<file path="src/rtl/ball_overlay.sv">
// Composites a bouncing square ball onto the background VGA stream, one pixel late.
// Ball position advances once per frame (vsync rising edge) under an IDLE/SERVE/RUN FSM.
module ball_overlay #(
    parameter int          FIELD_X_MIN  = 264,
    parameter int          FIELD_X_MAX  = 463,
    parameter int          FIELD_Y_MIN  = 75,
    parameter int          FIELD_Y_MAX  = 474,
    parameter int          BALL_SIZE    = 8,
    parameter int          SPEED        = 2,
    parameter int          START_X      = 360,
    parameter int          START_Y      = 271,
    parameter int          SERVE_FRAMES = 60,
    parameter logic [23:0] BALL_RGB     = 24'hFFFFFF
) (
    input  logic       clk,
    input  logic       rst_n,
    input  logic       i_pix_en,
    input  logic [9:0] i_x,
    input  logic [9:0] i_y,
    input  logic       i_hsync,
    input  logic       i_vsync,
    input  logic [7:0] i_red,
    input  logic [7:0] i_green,
    input  logic [7:0] i_blue,
    input  logic       i_start,
    input  logic       i_stop,
    output logic       o_hsync,
    output logic       o_vsync,
    output logic [7:0] o_red,
    output logic [7:0] o_green,
    output logic [7:0] o_blue,
    output logic [1:0] o_state,
    output logic [7:0] o_bounces
);
    typedef enum logic [1:0] {IDLE = 2'd0, SERVE = 2'd1, RUN = 2'd2} state_t;

    localparam int CW = $clog2(SERVE_FRAMES + 1);
    localparam logic [10:0] BS   = 11'(BALL_SIZE);
    localparam logic [10:0] SPD  = 11'(SPEED);
    localparam logic [10:0] XMIN = 11'(FIELD_X_MIN);
    localparam logic [10:0] XMAX = 11'(FIELD_X_MAX);
    localparam logic [10:0] YMIN = 11'(FIELD_Y_MIN);
    localparam logic [10:0] YMAX = 11'(FIELD_Y_MAX);

    // Returns {bounced, new_dir, new_pos}; 11-bit compares avoid wrap/underflow.
    function automatic logic [11:0] step_axis(input logic [9:0] pos, input logic dir,
                                              input logic [10:0] lo, input logic [10:0] hi);
        logic [10:0] p;
        p = {1'b0, pos};
        if (dir) begin
            if (p + SPD + BS - 11'd1 > hi) step_axis = {1'b1, 1'b0, 10'(hi - BS + 11'd1)};
            else                           step_axis = {1'b0, 1'b1, 10'(p + SPD)};
        end else begin
            if (p < lo + SPD) step_axis = {1'b1, 1'b1, 10'(lo)};
            else              step_axis = {1'b0, 1'b0, 10'(p - SPD)};
        end
    endfunction

    state_t          state_q, state_d;
    logic [9:0]      bx_q, bx_d, by_q, by_d;
    logic            dx_q, dx_d, dy_q, dy_d;
    logic [CW-1:0]   cnt_q, cnt_d;
    logic [7:0]      bnc_q, bnc_d;
    logic            vsd_q;
    logic            hs_q, vs_q;
    logic [23:0]     rgb_q;

    logic            tick, hit;
    logic            bx_b, dx_n, by_b, dy_n;
    logic [9:0]      bx_n, by_n;
    logic [CW-1:0]   cnt_inc;

    assign tick    = i_vsync & ~vsd_q;
    assign cnt_inc = cnt_q + CW'(1);
    assign {bx_b, dx_n, bx_n} = step_axis(bx_q, dx_q, XMIN, XMAX);
    assign {by_b, dy_n, by_n} = step_axis(by_q, dy_q, YMIN, YMAX);

    assign hit = ({1'b0, i_x} >= {1'b0, bx_q}) && ({1'b0, i_x} < {1'b0, bx_q} + BS) &&
                 ({1'b0, i_y} >= {1'b0, by_q}) && ({1'b0, i_y} < {1'b0, by_q} + BS);

    always_comb begin
        state_d = state_q;
        bx_d    = bx_q;
        by_d    = by_q;
        dx_d    = dx_q;
        dy_d    = dy_q;
        cnt_d   = cnt_q;
        bnc_d   = bnc_q;
        case (state_q)
            IDLE: begin
                if (i_start && !i_stop) begin
                    state_d = SERVE;
                    cnt_d   = '0;
                    bnc_d   = '0;
                end
            end
            SERVE, RUN: begin
                if (i_stop) begin
                    // Back to IDLE re-arms the serve position; bounce count is kept.
                    state_d = IDLE;
                    bx_d    = 10'(START_X);
                    by_d    = 10'(START_Y);
                    dx_d    = 1'b1;
                    dy_d    = 1'b1;
                end else if (tick && state_q == SERVE) begin
                    cnt_d = cnt_inc;
                    if (cnt_inc == CW'(SERVE_FRAMES)) state_d = RUN;
                end else if (tick) begin
                    bx_d = bx_n;
                    dx_d = dx_n;
                    by_d = by_n;
                    dy_d = dy_n;
                    if ((bx_b || by_b) && bnc_q != 8'hFF) bnc_d = bnc_q + 8'd1;
                end
            end
            default: state_d = IDLE;
        endcase
    end

    always_ff @(posedge clk or negedge rst_n) begin
        if (!rst_n) begin
            state_q <= IDLE;
            bx_q    <= 10'(START_X);
            by_q    <= 10'(START_Y);
            dx_q    <= 1'b1;
            dy_q    <= 1'b1;
            cnt_q   <= '0;
            bnc_q   <= '0;
            vsd_q   <= 1'b0;
            hs_q    <= 1'b0;
            vs_q    <= 1'b0;
            rgb_q   <= '0;
        end else if (i_pix_en) begin
            state_q <= state_d;
            bx_q    <= bx_d;
            by_q    <= by_d;
            dx_q    <= dx_d;
            dy_q    <= dy_d;
            cnt_q   <= cnt_d;
            bnc_q   <= bnc_d;
            vsd_q   <= i_vsync;
            hs_q    <= i_hsync;
            vs_q    <= i_vsync;
            rgb_q   <= hit ? BALL_RGB : {i_red, i_green, i_blue};
        end
    end

    assign o_hsync   = hs_q;
    assign o_vsync   = vs_q;
    assign {o_red, o_green, o_blue} = rgb_q;
    assign o_state   = state_q;
    assign o_bounces = bnc_q;
endmodule

</file>
<file path="config.mk">
export PLATFORM = sky130hd
export DESIGN_NAME = ball_overlay
export DESIGN_NICKNAME = d
export VERILOG_FILES = /design/src/rtl/ball_overlay.sv
export SDC_FILE = /design/constraint.sdc
export NUM_CORES = 1
export LEC_CHECK = 0
export BUFFER_PORTS_ARGS = -buffer_cell sky130_fd_sc_hd__buf_2
export CORE_UTILIZATION = 53
export DETAILED_ROUTE_END_ITERATION = 8
export PLACE_DENSITY_LB_ADDON = 0.25
export SYNTH_ARGS = -nofsm -noshare
export SYNTH_HDL_FRONTEND = slang
export SYNTH_SLANG_ARGS = --single-unit
</file>
<file path="constraint.sdc">
create_clock -name clk -period 6 [get_ports clk]
set_input_delay 1.2 -clock clk [delete_from_list [all_inputs] [get_ports clk]]
set_output_delay 1.2 -clock clk [all_outputs]
set_load 0.01 [all_outputs]
</file>
==> flow_metrics.env, run 1 <==
export IMPL_synthCells=563
export IMPL_p_per_area_nw_per_um2=408
export IMPL_synth_flop_cell="dfrtp_1"
export IMPL_outcome="completed"
export IMPL_vias=4530
export IMPL_grt_pass1_vias=4385
export IMPL_drt_total_wl_um=12000
export IMPL_gr_usage_all_layers=0.252
export IMPL_synth_async_reset_ratio=1.00
export IMPL_critical_path_class="register to register"
export IMPL_die_w_um=101
export IMPL_utilization=0.624
export IMPL_cp_startpoint="bx_q[1]"
export IMPL_cellLeakagePower_nw=2.69
export IMPL_drcViolationCount=0
export IMPL_nets=736
export IMPL_fmax_ghz=0.255
export IMPL_cts_sinks=63
export IMPL_wl_met2_um=5630
export IMPL_mostFrequentLayoutCell="buf_2"
export IMPL_hold_depth=2
export IMPL_syn_to_final_growth_pct=13.1
export IMPL_diodes=0
export IMPL_slew_headroom=0.241
export IMPL_cts_hold_buf=0
export IMPL_grt_first_pass_wirelength_um=20300
export IMPL_worst_setup_path_start_kind="register"
export IMPL_tritoncts="done"
export IMPL_fillers=812
export IMPL_ys_warn_count=0
export IMPL_synthAdderAreaFrac=0.122
export IMPL_core_area_um2=9330
export IMPL_drtIter0Drc=205
export IMPL_grt_max_degree=64
export IMPL_tightest_slew_ns=1.13
export IMPL_finalHoldViolCount=0
export IMPL_dr_pass1_iters=4
export IMPL_hpwlAfterDp_um=8900
export IMPL_drive_gt1_frac=0.227
export IMPL_max_cap_violations=0
export IMPL_synth_simple_area_share=0.184
export IMPL_synth_top_family_by_area="compound AO/OA/AOI/OAI gates"
export IMPL_critPathMaxFanout=15
export IMPL_fin_crit_sh=0.654
export IMPL_r2r_start="bx_q[1]"
export IMPL_setup_violations_final=0
export IMPL_vias_per_cell=5.89
export IMPL_rsz0062_at_grt="no"
export IMPL_synth_area_um2=5150
export IMPL_synthesis_nets=664
export IMPL_grt_overflow=0
export IMPL_rows=35
export IMPL_finalWorstPathRequiredPeriod_ns=3.92
export IMPL_synth_mux_area_frac=0.0552
export IMPL_clk_insertion_delay_late_ns=0.34
export IMPL_cts_max_level=3
export IMPL_syn_avg_cell_area_um2=9.15
export IMPL_wl_per_cell_um=15.6
export IMPL_cts_buffers=9
export IMPL_layout_common_cells="buf_2, nand2_1, dfrtp_1"
export IMPL_pin_count=87
export IMPL_place_gp_congestion=0.952
export IMPL_met3_length_um=783
export IMPL_synth_compound_area_share=0.224
export IMPL_die_h_um=101
export IMPL_start_util=0.552
export IMPL_synth_xor_xnor_area_share=0.0522
export IMPL_ys_ff_latch=63
export IMPL_cts_resized=0
export IMPL_fin_skew_ns=0.00857
export IMPL_seq_area_frac_synth=0.309
export IMPL_vdd_drop_max_mv=0.215
export IMPL_slew_viol_final=0
export IMPL_ant_nets=0
export IMPL_dieArea_um2=10100
export IMPL_synth_distinct_cells=84
export IMPL_required_ns=6.26
export IMPL_fin_setup_tns_ns=0
export IMPL_synth_edf_count=0
export IMPL_cts_setup_buffers=0
export IMPL_hold_class="register to register"
export IMPL_hp_start="rgb_q[23]"
export IMPL_reg2regPathDepth=13
export IMPL_antenna_found_initial=0
export IMPL_port_buffer_count=85
export IMPL_met1_length_um=5460
export IMPL_worst_endpoint_arrival_ns=4.18
export IMPL_root_buffer="clkbuf_8"
export IMPL_clock_path_buffers=2
export IMPL_highest_layer="met4"
export IMPL_clk_pin_slew_ns=0.07
export IMPL_critPathCaptureType="register"
## sequential cells by signal (all words and copies together), names as in the netlist
name,cells
cnt_q,6
o_hsync,1
rgb_q,24
by_q,10
dx_q,1
o_state,2
dy_q,1
o_vsync,1
o_bounces,8
bx_q,9
## final timing paths
check                                    end  slack, ns
worst max-delay path            o_bounces[7]       2.08
worst min-delay path               rgb_q[23]       0.49
worst max register to register  o_bounces[7]       2.08
worst min register to register     rgb_q[23]       0.49
max in group asynchronous       o_bounces[7]       4.42
min in group asynchronous            by_q[7]       1.02
## Yosys cell counts (all sizes together), types with 3 or more instances
cell     instances  area share
a21oi           36       0.037
nor3            12       0.017
nor2            23       0.017
o2111ai          4      0.0068
mux2             3      0.0066
nand4            6      0.0073
dfstp           11       0.056
xnor2           28       0.051
nor2b            8      0.0097
buf             15       0.022
nand3           25       0.029
o211a            3      0.0058
o22ai            5      0.0061
clkbuf          12      0.0087
a41oi            4       0.013
dfrtp           52        0.25
ha              50        0.12
nor4             3      0.0036
nand2b          14       0.017
and3            14       0.019
inv             32       0.023
o21a             7       0.010
a211oi           4      0.0058
a31oi           11       0.017
a21o             4      0.0058
mux2i           25       0.049
and2b            3      0.0049
o21ai           36       0.036
nand2           54       0.040
o211ai           8       0.012
or3              3      0.0046
## metrics by stage
stage                     instances  total power, W  area, um^2  hold slack, ns  setup WS, ns
after detailed placement        753         0.00195        5600           0.477          2.09
after global routing            769         0.00258        5820           0.532          1.80
after floorplan                 563         0.00167        5150           0.476          2.85
after CTS                       769         0.00238        5820           0.498          2.08
final                           769         0.00237        5820           0.489          2.08
after global placement          753         0.00191        5600           0.474          2.20
## report_power, final
part / internal, W / leakage [nW] / switching, W / total, W
Combinational: 0.000512 / 1.83 / 0.000702 / 0.00121
Clock: 0.000245 / 0.110 / 0.000174 / 0.000420
Sequential: 0.000549 / 0.753 / 0.000192 / 0.000741
## worst max-delay path, stage by stage, from the launching register on
cell and delay [ns]:
dfrtp_1 0.64, inv_1 0.17, ha_1 0.34, inv_1 0.15
ha_1 0.26, nand2b_1 0.17, a222oi_1 0.27, a211o_1 0.15
a32oi_1 0.11, o2111ai_1 0.24, nor3b_4 0.55, o32ai_4 0.28
or2_4 0.33, a41oi_2 0.19
## per-layer routing
| layer | global-route usage | up-vias |
|---|---|---|
| met5 | 0 | - |
| met1 | 0.341 | 2144 |
| met3 | 0.0555 | 13 |
| met4 | 0.0546 | 0 |
| met2 | 0.417 | 159 |
| li1 | - | 2214 |
## cell type report
type / instances / area (um^2) / share of cell area
Multi-Input combinational cell: 441 / 3280 / 0.563
Tap cell: 129 / 161 / 0.0277
Clock buffer: 11 / 141 / 0.0243
Sequential cell: 63 / 1590 / 0.273
Timing Repair Buffer: 88 / 448 / 0.0769
Clock inverter: 5 / 81.3 / 0.0140
Inverter: 32 / 120 / 0.0206
## cell families (layout without fill, tap and decap cells)
| group | Yosys count | count (layout) |
|---|---|---|
| XOR/XNOR | 29 | 29 |
| adder cells (fa/ha/maj) | 50 | 50 |
| multiplexers | 28 | 28 |
| flip-flops | 63 | 63 |
| buffers and inverters | 59 | 136 |
| AO/OA/AOI/OAI | 160 | 160 |
| AND/OR/NAND/NOR | 174 | 174 |
Note: power is estimated with default switching activity, not from simulation.
==> run 2: changes to the inputs <==
CORE_UTILIZATION = 52   (was 53)
clock period = 3.33 ns   (was 6 ns; I/O delays follow)
==> flow_metrics.env, run 2 (synthesis results as in run 1) <==
export IMPL_critPathCaptureType="register"
export IMPL_place_inst=765
export IMPL_root_buffer="clkbuf_8"
export IMPL_fin_skew_ns=0.00802
export IMPL_power_switching_w=0.00195
export IMPL_setup_violations_final=0
export IMPL_hold_slack_ns=0.253
export IMPL_fin_crit_sh=0.954
export IMPL_clk_pin_slew_ns=0.08
export IMPL_cts_hold_buf=0
export IMPL_drt_total_wl_um=12200
export IMPL_ant_nets=0
export IMPL_top_register="rgb_q"
export IMPL_finalWorstPathRequiredPeriod_ns=3.18
export IMPL_die_w_um=102
export IMPL_port_buffer_count=85
export IMPL_grt_pass1_vias=4432
export IMPL_max_cap_violations=0
export IMPL_critPathMaxFanout=7
export IMPL_antenna_found_initial=0
export IMPL_vias_per_cell=5.85
export IMPL_start_util=0.547
export IMPL_finalHoldViolCount=0
export IMPL_wl_per_cell_um=15.6
export IMPL_drcViolationCount=0
export IMPL_internal_power_w=0.00242
export IMPL_fmax_ghz=0.315
export IMPL_vias=4594
export IMPL_worst_setup_path_start_kind="register"
export IMPL_dieArea_um2=10300
export IMPL_p_per_area_nw_per_um2=733
export IMPL_layout_common_cells="buf_2, nand2_1, dfrtp_1"
export IMPL_nets=752
export IMPL_required_ns=3.58
export IMPL_tritoncts="done"
export IMPL_cts_max_level=3
export IMPL_grt_max_degree=47
export IMPL_largest_register_ffs=24
export IMPL_drtIter0Drc=244
export IMPL_rr_endpoint="o_bounces[4]"
export IMPL_core_area_um2=9420
export IMPL_hpwlAfterDp_um=9210
export IMPL_cts_buffers=9
export IMPL_hold_class="input port to async pin"
export IMPL_pin_count=87
export IMPL_grt_first_pass_wirelength_um=20700
export IMPL_vdd_drop_max_mv=0.389
export IMPL_rsz0062_at_grt="no"
export IMPL_outcome="completed"
export IMPL_tightest_slew_ns=0.877
export IMPL_ff2ff_setup_slack_ns=0.15
export IMPL_grt_overflow=0
export IMPL_cts_sinks=63
export IMPL_rows=35
export IMPL_die_h_um=102
export IMPL_critical_path_class="register to register"
export IMPL_reg2regPathDepth=14
export IMPL_mostFrequentLayoutCell="buf_2"
export IMPL_syn_to_final_growth_pct=15.7
export IMPL_combPwrFrac=0.543
export IMPL_slew_headroom=0.400
export IMPL_gr_usage_all_layers=0.252
export IMPL_cellLeakagePower_nw=2.77
export IMPL_fillers=817
export IMPL_diodes=0
export IMPL_slew_viol_final=0
export IMPL_worst_endpoint_arrival_ns=3.42
export IMPL_r2r_start="bx_q[1]"
export IMPL_fin_cells=785
export IMPL_clk_insertion_delay_late_ns=0.33
export IMPL_clock_path_buffers=2
export IMPL_fin_setup_tns_ns=0
export IMPL_place_gp_congestion=0.906
export IMPL_p_sw_frac=0.445
export IMPL_reg_top3="rgb_q x24, by_q x10, bx_q x9"
export IMPL_seq_power_share=0.286
export IMPL_drive_gt1_frac=0.245
export IMPL_dr_pass1_iters=5
export IMPL_p_clk_frac=0.171
run 2: final cells by class:
class | count | area, um^2 | area share
multi-input cells | 441 | 3280 | 0.551
flip-flops and latches | 63 | 1590 | 0.267
repair buffers | 104 | 581 | 0.0975
well taps | 129 | 161 | 0.0271
clock buffers | 11 | 141 | 0.0237
inverters | 32 | 120 | 0.0202
clock inverters | 5 | 81.3 | 0.0137
run 2: routing by layer:
metal / share of wire / vias up / track usage
li1: - / 2243 / -
met1: 0.45 / 2143 / 0.346
met2: 0.47 / 191 / 0.410
met3: 0.063 / 17 / 0.0352
met4: 0.014 / 0 / 0.0858
met5: 0 / - / 0
run 2: worst max path at each step:
stage               depth (start not counted)  startpoint      endpoint  slack [ns]
floorplan                                  15     bx_q[1]  o_bounces[0]        0.29
global placement                           14     bx_q[1]  o_bounces[3]        0.23
detailed placement                         14     bx_q[1]  o_bounces[4]        0.15
CTS                                        14     bx_q[1]  o_bounces[4]        0.10
global route                               14     bx_q[1]  o_bounces[4]       0.007
finish                                     14     bx_q[1]  o_bounces[4]        0.15
run 2: critical path: stages, from the launching register on:
cell and delay [ns]:
dfrtp_1 0.39, inv_1 0.12, ha_1 0.26, inv_1 0.13, ha_1 0.15, nor2b_1 0.21
a222oi_1 0.11, a211o_1 0.28, a32oi_1 0.22, o2111ai_1 0.15, nor3b_4 0.19, o32ai_4 0.41
buf_4 0.20, a31oi_1 0.09, a41oi_2 0.17
run 2: what timing repair did:
action / 4_1_cts / 5_1_grt
buffers inserted: 0 / 4
endpoints found under the hold margin: 0 / 0
gates resized for setup: 0 / 0
endpoints found under the setup margin: 0 / 5
run 2: metrics by stage:
stage,util,cell area [um^2],total power [W],worst slack [ns]
floorplan,-,5150,0.00301,0.295
global placement,0.606,5700,0.00351,0.230
detailed placement,0.606,5700,0.00359,0.145
CTS,0.629,5930,0.00436,0.105
global route,0.633,5960,0.00473,0.00658
finish,0.633,5960,0.00437,0.154
run 2: power by group through the flow:
stage | clock [W] | sequential, W | combinational, W
6_report | 0.000747 | 0.00125 | 0.00237
5_1_grt | 0.000793 | 0.00128 | 0.00266
4_1_cts | 0.000764 | 0.00124 | 0.00236
3_5_place_dp | 0 | 0.00125 | 0.00234
3_3_place_gp | 0 | 0.00124 | 0.00227
2_1_floorplan | 0 | 0.00120 | 0.00181
